File: config.mk
export PLATFORM = sky130hd
export DESIGN_NAME = rf_wb_arbiter
export DESIGN_NICKNAME = d
export VERILOG_FILES = /design/src/rtl/rf_pkg.sv /design/src/rtl/rf_wb_arbiter_rr_arb2.sv /design/src/rtl/rf_wb_arbiter.sv
export SDC_FILE = /design/constraint.sdc
export NUM_CORES = 1
export LEC_CHECK = 0
export CAP_MARGIN = 20
export CORE_ASPECT_RATIO = 0.6
export CORE_MARGIN = 3
export CORE_UTILIZATION = 38
export DETAILED_ROUTE_END_ITERATION = 12
export GPL_ROUTABILITY_DRIVEN = 0
export PLACE_DENSITY_LB_ADDON = 0.25
export SLEW_MARGIN = 10
export SYNTH_ARGS = -nofsm -noshare
export SYNTH_HDL_FRONTEND = slang
export SYNTH_SLANG_ARGS = --single-unit
File: constraint.sdc
create_clock -name clock -period 1.6 [get_ports clock]
set_input_delay 0.4 -clock clock [delete_from_list [all_inputs] [get_ports clock]]
set_output_delay 0.4 -clock clock [all_outputs]
set_load 0.01 [all_outputs]
File: src/rtl/rf_pkg.sv
// rtl/rf_pkg.sv - shared register-file types for the writeback path
package rf_pkg;
  localparam int RF_ADDR_W = 3;
  localparam int RF_DATA_W = 16;
  localparam int RF_DEPTH  = 8;

  typedef logic [RF_ADDR_W-1:0] rf_addr_t;
  typedef logic [RF_DATA_W-1:0] rf_data_t;

  typedef enum logic {GNT_A = 1'b0, GNT_B = 1'b1} grant_t;
endpackage

File: src/rtl/rf_wb_arbiter_rr_arb2.sv
// rtl/rf_wb_arbiter_rr_arb2.sv - 2-way round-robin arbiter owning the last_grant register
module rr_arb2
  import rf_pkg::*;
(
  input  logic       clock,
  input  logic       reset,
  input  logic [1:0] req,
  output logic [1:0] gnt
);

  grant_t last_grant;

  // req[0] is A, req[1] is B; a tie goes to whoever did not win last
  always_comb begin
    gnt = 2'b00;
    if (!reset) begin
      if (req == 2'b11) gnt = (last_grant == GNT_B) ? 2'b01 : 2'b10;
      else              gnt = req;
    end
  end

  always_ff @(posedge clock) begin
    if (reset)       last_grant <= GNT_B;
    else if (gnt[0]) last_grant <= GNT_A;
    else if (gnt[1]) last_grant <= GNT_B;
  end

endmodule

File: src/rtl/rf_wb_arbiter.sv
// rtl/rf_wb_arbiter.sv - shares the RegFile write port between ALU and load writeback
// Optional forwarding-hit outputs are built when RF_WB_BYPASS_EN is defined.
module rf_wb_arbiter
  import rf_pkg::*;
#(
  parameter int ADDR_W      = RF_ADDR_W,
  parameter int DATA_W      = RF_DATA_W,
  parameter int ZERO_REG_EN = 1
) (
  input  logic                clock,
  input  logic                reset,
  input  logic                a_req,
  input  logic [ADDR_W-1:0]   a_addr,
  input  logic [DATA_W-1:0]   a_data,
  output logic                a_ack,
  input  logic                b_req,
  input  logic [ADDR_W-1:0]   b_addr,
  input  logic [DATA_W-1:0]   b_data,
  output logic                b_ack,
  input  logic                sb_set,
  input  logic [ADDR_W-1:0]   sb_set_addr,
  output logic                rf_write,
  output logic [ADDR_W-1:0]   rf_waddr,
  output logic [DATA_W-1:0]   rf_wdata,
  output logic [RF_DEPTH-1:0] pending
`ifdef RF_WB_BYPASS_EN
  ,
  input  logic [ADDR_W-1:0]   chk_addr1,
  input  logic [ADDR_W-1:0]   chk_addr2,
  output logic                fwd_hit1,
  output logic                fwd_hit2
`endif
);

  logic [1:0]          gnt;
  logic [ADDR_W-1:0]   win_addr;
  logic [DATA_W-1:0]   win_data;
  logic                win_drop;
  logic                wr_next;
  logic [RF_DEPTH-1:0] set_mask;
  logic [RF_DEPTH-1:0] clr_mask;

  rr_arb2 u_arb (
    .clock (clock),
    .reset (reset),
    .req   ({b_req, a_req}),
    .gnt   (gnt)
  );

  assign a_ack = gnt[0];
  assign b_ack = gnt[1];

  always_comb begin
    win_addr = gnt[1] ? b_addr : a_addr;
    win_data = gnt[1] ? b_data : a_data;
    // writes to the hardwired zero register still consume a grant
    win_drop = (ZERO_REG_EN != 0) && (win_addr == '0);
    wr_next  = (|gnt) && !win_drop;
    set_mask = '0;
    clr_mask = '0;
    if (sb_set && !((ZERO_REG_EN != 0) && (sb_set_addr == '0))) set_mask[sb_set_addr] = 1'b1;
    if (rf_write) clr_mask[rf_waddr] = 1'b1;
  end

  always_ff @(posedge clock) begin
    if (reset) begin
      rf_write <= 1'b0;
      rf_waddr <= '0;
      rf_wdata <= '0;
      pending  <= '0;
    end else begin
      rf_write <= wr_next;
      if (wr_next) begin
        rf_waddr <= win_addr;
        rf_wdata <= win_data;
      end
      // a newer producer issuing on the same edge as the write keeps the bit set
      pending <= (pending & ~clr_mask) | set_mask;
    end
  end

`ifdef RF_WB_BYPASS_EN
  assign fwd_hit1 = rf_write && (rf_waddr == chk_addr1) && (rf_waddr != '0);
  assign fwd_hit2 = rf_write && (rf_waddr == chk_addr2) && (rf_waddr != '0);
`endif

endmodule

==> reports/results.tsv, run 1 <==
stage	metric	value	unit
run_status	run status	completed	
floorplanning	row count	16	
floorplanning	DIE WIDTH	84.0	microns
pwr	pwr/cell area	867	nW/um^2
sta	final max-slew violation count	0	
route	DR WL/cell	16.0	microns
floorplanning	Die ar.	4440	sq um
route	drt via density	5.06	
flow_run	maxcap violations	0	
floorplanning	Initial Util	0.410	
sta	final setup TNS	0	ps
route	# DRC	0	
synthesis	Async SR Flop Fraction	0	
clock_tree	# hold bufs at CTS	0	
pwr	Total Power	2.15	mW
synthesis	Yosys reg bits	29	
finish	Util after Layout	0.732	
synthesis	top post-synthesis cells by area	dfxtp_1 (42%), mux2i_1 (25%), nand2b_1 (8.6%)	
synthesis	Post-synth EDFFs	0	
clock_tree	Reg clk slew, reported paths	70	ps
synthesis	ys flop type	dfxtp_1	
global_route	gr ovfl total	0	
synthesis	count leader, synth	mux2i_1	
synthesis	sequential area share after synthesis	0.418	
synthesis	cell area after synthesis	1390	sq um
synthesis	Netlist cell types	24	
floorplanning	core area	3380	sq um
route	WL final	4420	microns
critical_path	Max stage delay cell, worst path	dfxtp_2	
clock_tree	CTS tree	built	
sta	RSZ-0062 raised after global routing	true	
sta	final period utilization	0.987	
min_path	Worst Hold Class	register to register	
critical_path	CP delay by family, top	buffers and inverters	
global_route	largest net degree at the start of global routing	20	
route	routed via count	1397	
critical_path	Critical path buffers and inverters	2	
synthesis	Mapped Nets	185	
floorplanning	die height	52.8	microns
critical_path	CP cell instances	nand2_2 > buf_6 > a2111oi_4 > or3b_4 > bufbuf_16 > mux2i_1	
sta	final setup fails	0	
critical_path	largest stage delay on the critical path	330	ps
finish	# diodes	0	
place	DP Wirelength	3270	microns
critical_path	crit path DAT	1780	ps
synthesis	Yosys warning count	0	
critical_path	crit path max fanout	4	
finish	NumNets Final	276	
synthesis	top-area cell type share of the netlist area	0.418	
clock_tree	Root Driver	clkbuf_8	
global_route	initial antenna violation count	0	
global_route	number of global-route vias before repair	1428	
pwr	worst vdd ir	0.527	mV
synthesis	Synth area leader	dfxtp_1	
critical_path	critical path class	register to register	
sta	f_max	633	MHz
clock_tree	CTS Buffer Depth	2	
route	antenna viol nets, final	0	
critical_path	Startpoint Class	register	
finish	share of layout cells above drive strength 1	0.156	
sta	normalized max-slew margin	0.783	
clock_tree	clk sinks	29	
route	DRT Pass-1 Iters	4	
clock_tree	TritonCTS buffer count	5	
sta	Period minus WS final	1580	ps
sta	Clock Skews	7.39	ps
floorplanning	Top Ports	76	
route	1st-iter DRT viols	77	
clock_tree	Clk Latency, worst-skew pair	280	ps
clock_tree	H-Tree Depth	2	
pwr	Leakage	1.21	nW
critical_path	CP Capture Type	register	
global_route	Total GRT Usage	0.204	
sta	worst slew pin tran	326	ps
finish	Area growth syn-to-layout	78.4	%
sta	Fin. Hold Viols	0	
global_route	first-pass GRT wire length	6910	microns
place	port buffer count	75	
critical_path	Critical Path RT	1800	ps
synthesis	Synth top cells by count	mux2i_1 (35), dfxtp_1 (29), nand2b_1 (19)	
synthesis	Synth Instances	139	
synthesis	Avg Cell Area, Syn	9.98	sq um
power by group:
part	switching (mW)	leakage [nW]	internal (mW)
logic	0.200	0.916	0.330
clock network	0.285	0.0574	0.506
registers	0.0392	0.240	0.786
cell usage in the layout (no fill, tap or decap), types with 3 or more instances in the layout:
cell             synthesis  final
clkdlybuf4s50_1          0     55
mux2i_1                 35     35
dfxtp_1                 29     27
nand2b_1                19     19
dlygate4sd2_1            0      9
nor2b_1                  7      7
a21oi_1                  7      7
buf_4                    0      7
o21ai_0                  6      6
clkbuf_8                 0      6
dlymetal6s2s_1           0      6
nand2_1                  6      5
nand3_1                  5      5
buf_2                    2      4
o2bb2ai_1                3      3
buf_12                   0      3
buf_6                    2      3
final timing paths:
| path | start | end | slack [ps] | cells after the start |
|---|---|---|---|---|
| worst max-delay path | u_arb.last_grant | rf_wdata[8] | 20 | 6 |
| worst min-delay path | rf_wdata[4] | rf_wdata[4] | 480 | 2 |
| worst min register to register | rf_wdata[4] | rf_wdata[4] | 480 | 2 |
| worst max register to register | u_arb.last_grant | rf_wdata[8] | 20 | 6 |
cells by family (layout without fill, tap and decap cells):
logic type,after synthesis,in the layout,share of synthesized area
compound gates,20,20,0.0929
buf+inv,9,101,0.0370
flops,29,29,0.418
mux,35,35,0.252
simple gates,46,46,0.199
through the flow:
| step | setup WS, ps | cells | hold WS, ps | instance area [sq um] |
|---|---|---|---|---|
| final | 20.1 | 276 | 480 | 2480 |
| after global routing | -69.1 | 276 | 503 | 2480 |
| after detailed placement | -595 | 262 | 470 | 2250 |
| after global placement | -548 | 262 | 458 | 2250 |
| after floorplan | 118 | 139 | 493 | 1390 |
| after CTS | 5.73 | 273 | 481 | 2420 |
metal layers:
metal,part of all wire,GRT usage,routed length [microns]
met1,0.40,0.234,1770
met2,0.50,0.358,2200
met3,0.079,0.0722,350
met4,0.021,0.0749,93
met5,0,0,0
timing repair:
item / 4_1_cts / 5_1_grt
cloned: 2 / 1
pin swaps: 2 / 3
resized for setup: 29 / 12
buffers inserted: 1 / 2
endpoints found under the setup margin: 25 / 20
cell type report:
| type | count | area [sq um] |
|---|---|---|
| Timing Repair Buffer | 91 | 938 |
| Clock buffer | 6 | 82.6 |
| Tap cell | 45 | 56.3 |
| Multi-Input combinational cell | 101 | 771 |
| Sequential cell | 29 | 583 |
| Fill cell | 240 | 907 |
| Clock inverter | 2 | 37.5 |
| Inverter | 2 | 7.51 |
state kept, by name, summed over array words and instances, names as in the netlist:
| name | flops |
|---|---|
| rf_wdata | 16 |
| rf_waddr | 3 |
| u_arb.last_grant | 1 |
| pending | 8 |
| rf_write | 1 |
worst reg2reg max path, cell delays in order (launching register included):
cell and delay [ps]:
dfxtp_2 330, nand2_2 60, buf_6 130, a2111oi_4 330
or3b_4 220, bufbuf_16 260, mux2i_1 170
No activity file was read; power rests on OpenSTA's default activity.
==> run 2: changes to the inputs <==
--- a/config.mk
+++ b/config.mk
@@ -8,10 +8,11 @@
 export CAP_MARGIN = 20
 export CORE_ASPECT_RATIO = 0.6
 export CORE_MARGIN = 3
-export CORE_UTILIZATION = 38
+export CORE_UTILIZATION = 35
 export DETAILED_ROUTE_END_ITERATION = 12
 export GPL_ROUTABILITY_DRIVEN = 0
 export PLACE_DENSITY_LB_ADDON = 0.25
+export RECOVER_POWER = 100
 export SLEW_MARGIN = 10
 export SYNTH_ARGS = -nofsm -noshare
 export SYNTH_HDL_FRONTEND = slang
==> constraint.sdc (replaced) <==
create_clock -name clock -period 1.4 [get_ports clock]
set_input_delay 0.35 -clock clock [delete_from_list [all_inputs] [get_ports clock]]
set_output_delay 0.35 -clock clock [all_outputs]
set_load 0.01 [all_outputs]
==> reports/results.tsv, run 2 (synthesized netlist as in run 1, its figures left out) <==
stage	metric	value	unit	change
run_status	run status	finished with violations		
run_status	failing checks	setup timing		
floorplanning	row count	17		+1
clock_tree	CTS Buffer Depth	2		unchanged
finish	Area growth syn-to-layout	72.0	%	
finish	share of layout cells above drive strength 1	0.152		-0.00433
min_path	Worst Hold Class	input pin to register		
clock_tree	Reg clk slew, reported paths	60	ps	about the same
global_route	first-pass GRT wire length	6490	microns	-6.1%
floorplanning	Die ar.	4780	sq um	+7.8%
pwr	Total Power	2.14	mW	-0.28%
route	1st-iter DRT viols	86		+12%
finish	commonest non-fill, non-tap cell in the layout	mux2i_1		
global_route	gr ovfl total	0		unchanged
global_route	initial antenna violation count	0		unchanged
pwr	worst vdd ir	0.600	mV	+14%
min_path	Hold Path Depth	2		unchanged
floorplanning	Top Ports	76		unchanged
sta	worst slew pin tran	323	ps	-2.91 ps
route	# DRC	0		unchanged
finish	Layout Cells excl Fill	278		+0.72%
flow_run	maxcap violations	0		unchanged
clock_tree	H-Tree Depth	2		unchanged
pwr	Leakage	1.19	nW	-2.1%
clock_tree	TritonCTS buffer count	5		unchanged
floorplanning	DIE WIDTH	87.3	microns	+3.9%
global_route	met1 usage	0.237		+0.00287
floorplanning	Initial Util	0.371		-0.0395
finish	fin area	2390	sq um	-3.6%
sta	Period minus WS final	1420	ps	
place	port buffer count	75		unchanged
min_path	Hold Path End	pending[0]		
global_route	busiest layer in global routing	met2		
route	DRT Pass-1 Iters	4		unchanged
critical_path	CP cell instances	buf_8 > nor2b_4 > buf_6 > a2111oi_4 > or3b_4 > buf_6 > mux2i_1		
floorplanning	die height	54.8	microns	+3.7%
finish	Largest register FFs	16		unchanged
sta	f_max	705	MHz	
clock_tree	Root Driver	clkbuf_8		
sta	normalized max-slew margin	0.785		+0.00194
global_route	met3 Use GR	0.0632		-0.00906
critical_path	worst flop-to-flop path endpoint	rf_wdata[0]		
critical_path	r2r worst-path depth	5		-1
finish	NumNets Final	276		unchanged
finish	top flop regs	rf_wdata: 16 flops, pending: 8 flops, rf_waddr: 3 flops		
sta	final max-slew violation count	0		unchanged
clock_tree	Clk Latency, worst-skew pair	280	ps	about the same
place	area post-placement	2260	sq um	+0.56%
route	antenna viol nets, final	0		unchanged
route	DR WL/cell	14.9	microns	-6.7%
critical_path	CP Capture Type	register		
critical_path	Reg2Reg Setup Slack	-20	ps	-40 ps
critical_path	CP dominant cell by count	buf_6		
min_path	min-delay src	reset		
sta	final hold slack	271	ps	-209 ps
global_route	GR Layer Usage met2	0.276		-0.0813
finish	Top reg by flops	rf_wdata		
route	WL final	4150	microns	-6.0%
critical_path	largest stage delay on the critical path	330	ps	about the same
sta	RSZ-0062 raised after global routing	true		
clock_tree	CTS tree	built		
route	routed via count	1329		-4.9%
place	placed insts	267		+1.9%
critical_path	Critical Path RT	1600	ps	-200 ps
sta	Clock Skews	5.89	ps	-1.50 ps
critical_path	Startpoint Class	input pin		
global_route	number of global-route vias before repair	1359		-4.8%
floorplanning	core area	3740	sq um	+11%
critical_path	crit path DAT	1610	ps	-170 ps
finish	# diodes	0		unchanged
clock_tree	clk sinks	29		unchanged
critical_path	Max stage delay cell, worst path	a2111oi_4		
sta	final setup TNS	-20.6	ps	-20.6 ps
sta	final period utilization	1.01		
route	drt via density	4.78		-5.6%
finish	commonest non-fill, non-tap cells in the layout	mux2i_1 (35), dlygate4sd2_1 (34), clkdlybuf4s50_1 (34)		
global_route	largest net degree at the start of global routing	20		unchanged
global_route	Total GRT Usage	0.180		-0.0239
sta	Fin. Hold Viols	0		unchanged
sta	final setup fails	2		+2
finish	FILL cells	319		+33%
critical_path	worst r2r src	u_arb.last_grant		
place	DP Wirelength	3170	microns	-3.1%
pwr	pwr/cell area	897	nW/um^2	+3.5%
critical_path	critical path class	input pin to register		
critical_path	crit path max fanout	4		unchanged
sta	Setup WS post-layout	-18.2	ps	-38.4 ps
==> run 2: cell types whose count changed in the layout (fill, tap and decap cells not counted), sizes merged <==
cell           delta
bufinv            -1
bufbuf            -1
clkbuf            +2
buf               +1
dlygate4sd3       +2
clkdlybuf4s50    -21
dlymetal6s2s      -6
dlygate4sd2      +25
clkinvlp          -1
==> run 2: cell type report <==
cell class / count / area, sq um / area share
Clock buffer: 8 / 80.1 / 0.0336
Inverter: 2 / 7.51 / 0.00315
Multi-Input combinational cell: 101 / 795 / 0.333
Sequential cell: 29 / 582 / 0.244
Tap cell: 47 / 58.8 / 0.0246
Timing Repair Buffer: 91 / 863 / 0.362
==> run 2: per-stage QoR <==
stage               utilization  worst slack [ps]
finish                    0.637             -18.2
floorplan                     -              18.4
global placement          0.605              -702
detailed placement        0.605              -791
CTS                       0.633             -56.9
global route              0.637             -58.6
==> run 2: critical path, delay by kind of cell <==
kind / cells / cell delay (ps)
and+or+nand+nor: 2 / 380
muxes: 1 / 200
buffers and inverters: 3 / 350
AOI/OAI and AO/OA: 1 / 330
==> run 2: how the worst max path moves through the flow <==
stage	from	cells after the start	slack [ps]	endpoint
3_5_place_dp	reset	7	-790	rf_wdata[2]
2_1_floorplan	reset	3	20	a_ack
5_1_grt	b_req	7	-60	rf_wdata[0]
6_report	b_req	7	-20	rf_wdata[0]
3_3_place_gp	b_req	5	-700	b_ack
4_1_cts	u_arb.last_grant	5	-60	rf_wdata[0]
==> run 2: metal layers <==
metal  vias to the layer above  routed length [microns]
met1                       601                     1940
met5                         -                        0
met2                        55                     1820
met3                         3                      374
met4                         0                       17
li1                        670                        -
==> run 2: report_power, final <==
part	total, mW	internal, mW	leakage (nW)	switching [mW]
sequential	0.935	0.898	0.240	0.0368
clock	0.646	0.352	0.0395	0.294
combinational	0.559	0.324	0.909	0.235
total	2.14	1.57	1.19	0.566
==> run 2: repair_timing <==
item                       CTS  global route
hold endpoints to repair     0             0
pin swaps                    3             3
buffers inserted             2             0
hold buffers                 0             0
gates resized for setup     64             9
setup endpoints to repair   50            18
cloned                       1             0
==> run 3: changes to the inputs <==
--- a/config.mk
+++ b/config.mk
@@ -7,7 +7,7 @@
 export LEC_CHECK = 0
 export CAP_MARGIN = 20
 export CORE_ASPECT_RATIO = 0.6
-export CORE_MARGIN = 3
+export CORE_MARGIN = 4
 export CORE_UTILIZATION = 35
 export DETAILED_ROUTE_END_ITERATION = 12
 export GPL_ROUTABILITY_DRIVEN = 0
==> reports/results.tsv, run 3 (synthesized netlist as in run 1, its figures left out) <==
stage	metric	value	unit	change
run_status	run status	finished with violations		
run_status	failing checks	setup timing		
sta	final max-slew violation count	0		unchanged
sta	Period minus WS final	1400	ps	-17.7 ps
clock_tree	CTS tree	built		
finish	commonest non-fill, non-tap cell in the layout	mux2i_1		
critical_path	crit path max fanout	6		+2
min_path	Hold Path End	u_arb.last_grant		
route	WL final	4040	microns	-2.7%
critical_path	r2r worst-path depth	5		unchanged
floorplanning	Top Ports	76		unchanged
floorplanning	Initial Util	0.371		unchanged
pwr	worst vdd ir	0.513	mV	-15%
route	routed via count	1343		+1.1%
route	# DRC	0		unchanged
finish	NumNets Final	275		-0.36%
critical_path	Reg2Reg Setup Slack	10	ps	+30 ps
sta	f_max	714	MHz	+1.3%
clock_tree	Root Driver	clkbuf_8		
global_route	first-pass GRT wire length	6470	microns	-0.22%
critical_path	worst flop-to-flop path endpoint	rf_wdata[9]		
global_route	number of global-route vias before repair	1423		+4.7%
sta	Fin. Hold Viols	0		unchanged
clock_tree	clk sinks	29		unchanged
min_path	Worst Hold Class	input pin to register		
finish	commonest non-fill, non-tap cells in the layout	mux2i_1 (35), dlygate4sd2_1 (34), clkdlybuf4s50_1 (34)		
finish	Top reg by flops	rf_wdata		
finish	top flop regs	rf_wdata: 16 flops, pending: 8 flops, rf_waddr: 3 flops		
route	antenna viol nets, final	0		unchanged
min_path	Hold Path Depth	3		+1
floorplanning	die height	56.8	microns	+3.7%
critical_path	Critical Path RT	1550	ps	-50 ps
global_route	largest net degree at the start of global routing	29		+45%
sta	final setup fails	1		-1
critical_path	worst r2r src	u_arb.last_grant		
sta	final hold slack	453	ps	+182 ps
critical_path	Startpoint Class	input pin		
place	DP Wirelength	3150	microns	-0.66%
global_route	Total GRT Usage	0.163		-0.0176
finish	Area growth syn-to-layout	71.8	%	
place	placed insts	268		+0.37%
sta	Setup WS post-layout	-0.481	ps	+17.7 ps
clock_tree	Clk Latency, worst-skew pair	270	ps	about the same
finish	share of layout cells above drive strength 1	0.157		+0.00569
pwr	Total Power	2.15	mW	+0.56%
sta	normalized max-slew margin	0.787		+0.00178
clock_tree	H-Tree Depth	2		unchanged
sta	worst slew pin tran	320	ps	-2.66 ps
global_route	gr ovfl total	0		unchanged
finish	Layout Cells excl Fill	276		-0.72%
pwr	pwr/cell area	903	nW/um^2	+0.67%
pwr	Leakage	1.18	nW	-0.42%
sta	Clock Skews	3.59	ps	-2.30 ps
place	port buffer count	75		unchanged
floorplanning	core area	3740	sq um	unchanged
critical_path	crit path DAT	1550	ps	-60 ps
sta	RSZ-0062 raised after global routing	true		
route	1st-iter DRT viols	44		-49%
route	drt via density	4.87		+1.8%
clock_tree	Reg clk slew, reported paths	60	ps	about the same
critical_path	critical path class	input pin to register		
route	DR WL/cell	14.6	microns	-2.0%
finish	# diodes	0		unchanged
clock_tree	Setup Fix Bufs, Post-CTS	0		-2
route	DRT Pass-1 Iters	4		unchanged
finish	Largest register FFs	16		unchanged
global_route	initial antenna violation count	0		unchanged
floorplanning	Die ar.	5070	sq um	+6.0%
clock_tree	TritonCTS buffer count	5		unchanged
sta	final period utilization	1.00		-0.0127
floorplanning	DIE WIDTH	89.3	microns	+2.3%
min_path	min-delay src	b_req		
flow_run	maxcap violations	0		unchanged
clock_tree	CTS Buffer Depth	2		unchanged
critical_path	CP Capture Type	register		
floorplanning	row count	17		unchanged
-- run 3: worst max-delay path by stage --
stage                           startpoint           to  slack (ps)  cells past startpoint
final                                b_req  rf_wdata[9]        -0.5                      6
after CTS                            b_req        b_ack          -4                      5
after detailed placement             b_req        b_ack        -710                      5
after floorplan                      reset        a_ack          20                      3
after global placement               b_req        b_ack        -690                      5
after global routing      u_arb.last_grant  rf_wdata[2]         -60                      5
-- run 3: critical path: stages --
cell and delay (ps):
buf_2 130, nor2b_4 220, a2111oi_4 80, or3b_4 480
buf_12 170, mux2i_1 120
-- run 3: power by group --
group          total, mW  switching [mW]  internal, mW
registers          0.935          0.0376         0.897
clock network      0.666           0.278         0.389
logic              0.551           0.229         0.321
total               2.15           0.545          1.61
-- run 3: final cells by class --
| type | count | area [sq um] |
|---|---|---|
| Sequential cell | 29 | 584 |
| Fill cell | 314 | 1360 |
| Inverter | 2 | 7.51 |
| Timing Repair Buffer | 90 | 838 |
| Clock buffer | 7 | 86.3 |
| Multi-Input combinational cell | 101 | 808 |
| Tap cell | 47 | 58.8 |
-- run 3: per-stage QoR --
stage / worst slack, ps / setup TNS, ps / util / instance area, sq um
after floorplan: 18.4 / 0 / - / 1390
after global placement: -687 / -13860 / 0.607 / 2270
after detailed placement: -714 / -14780 / 0.607 / 2270
after CTS: -3.61 / -3.61 / 0.634 / 2370
after global routing: -64.7 / -615 / 0.637 / 2380
final: -0.481 / -0.481 / 0.637 / 2380
-- run 3: per-layer routing --
metal | up-vias | share of wire | track usage
li1 | 669 | - | -
met1 | 621 | 0.43 | 0.204
met2 | 49 | 0.48 | 0.274
met4 | 0 | 0.010 | 0.0340
met5 | - | 0 | 0
met3 | 4 | 0.074 | 0.0469
-- run 3: what timing repair did --
| action | in CTS | in global routing |
|---|---|---|
| pin swaps | 3 | 2 |
| resized for setup | 62 | 5 |
| endpoints found under the hold margin | 0 | 0 |
| gates cloned | 1 | 0 |
| endpoints found under the setup margin | 50 | 19 |
| hold buffers | 0 | 0 |
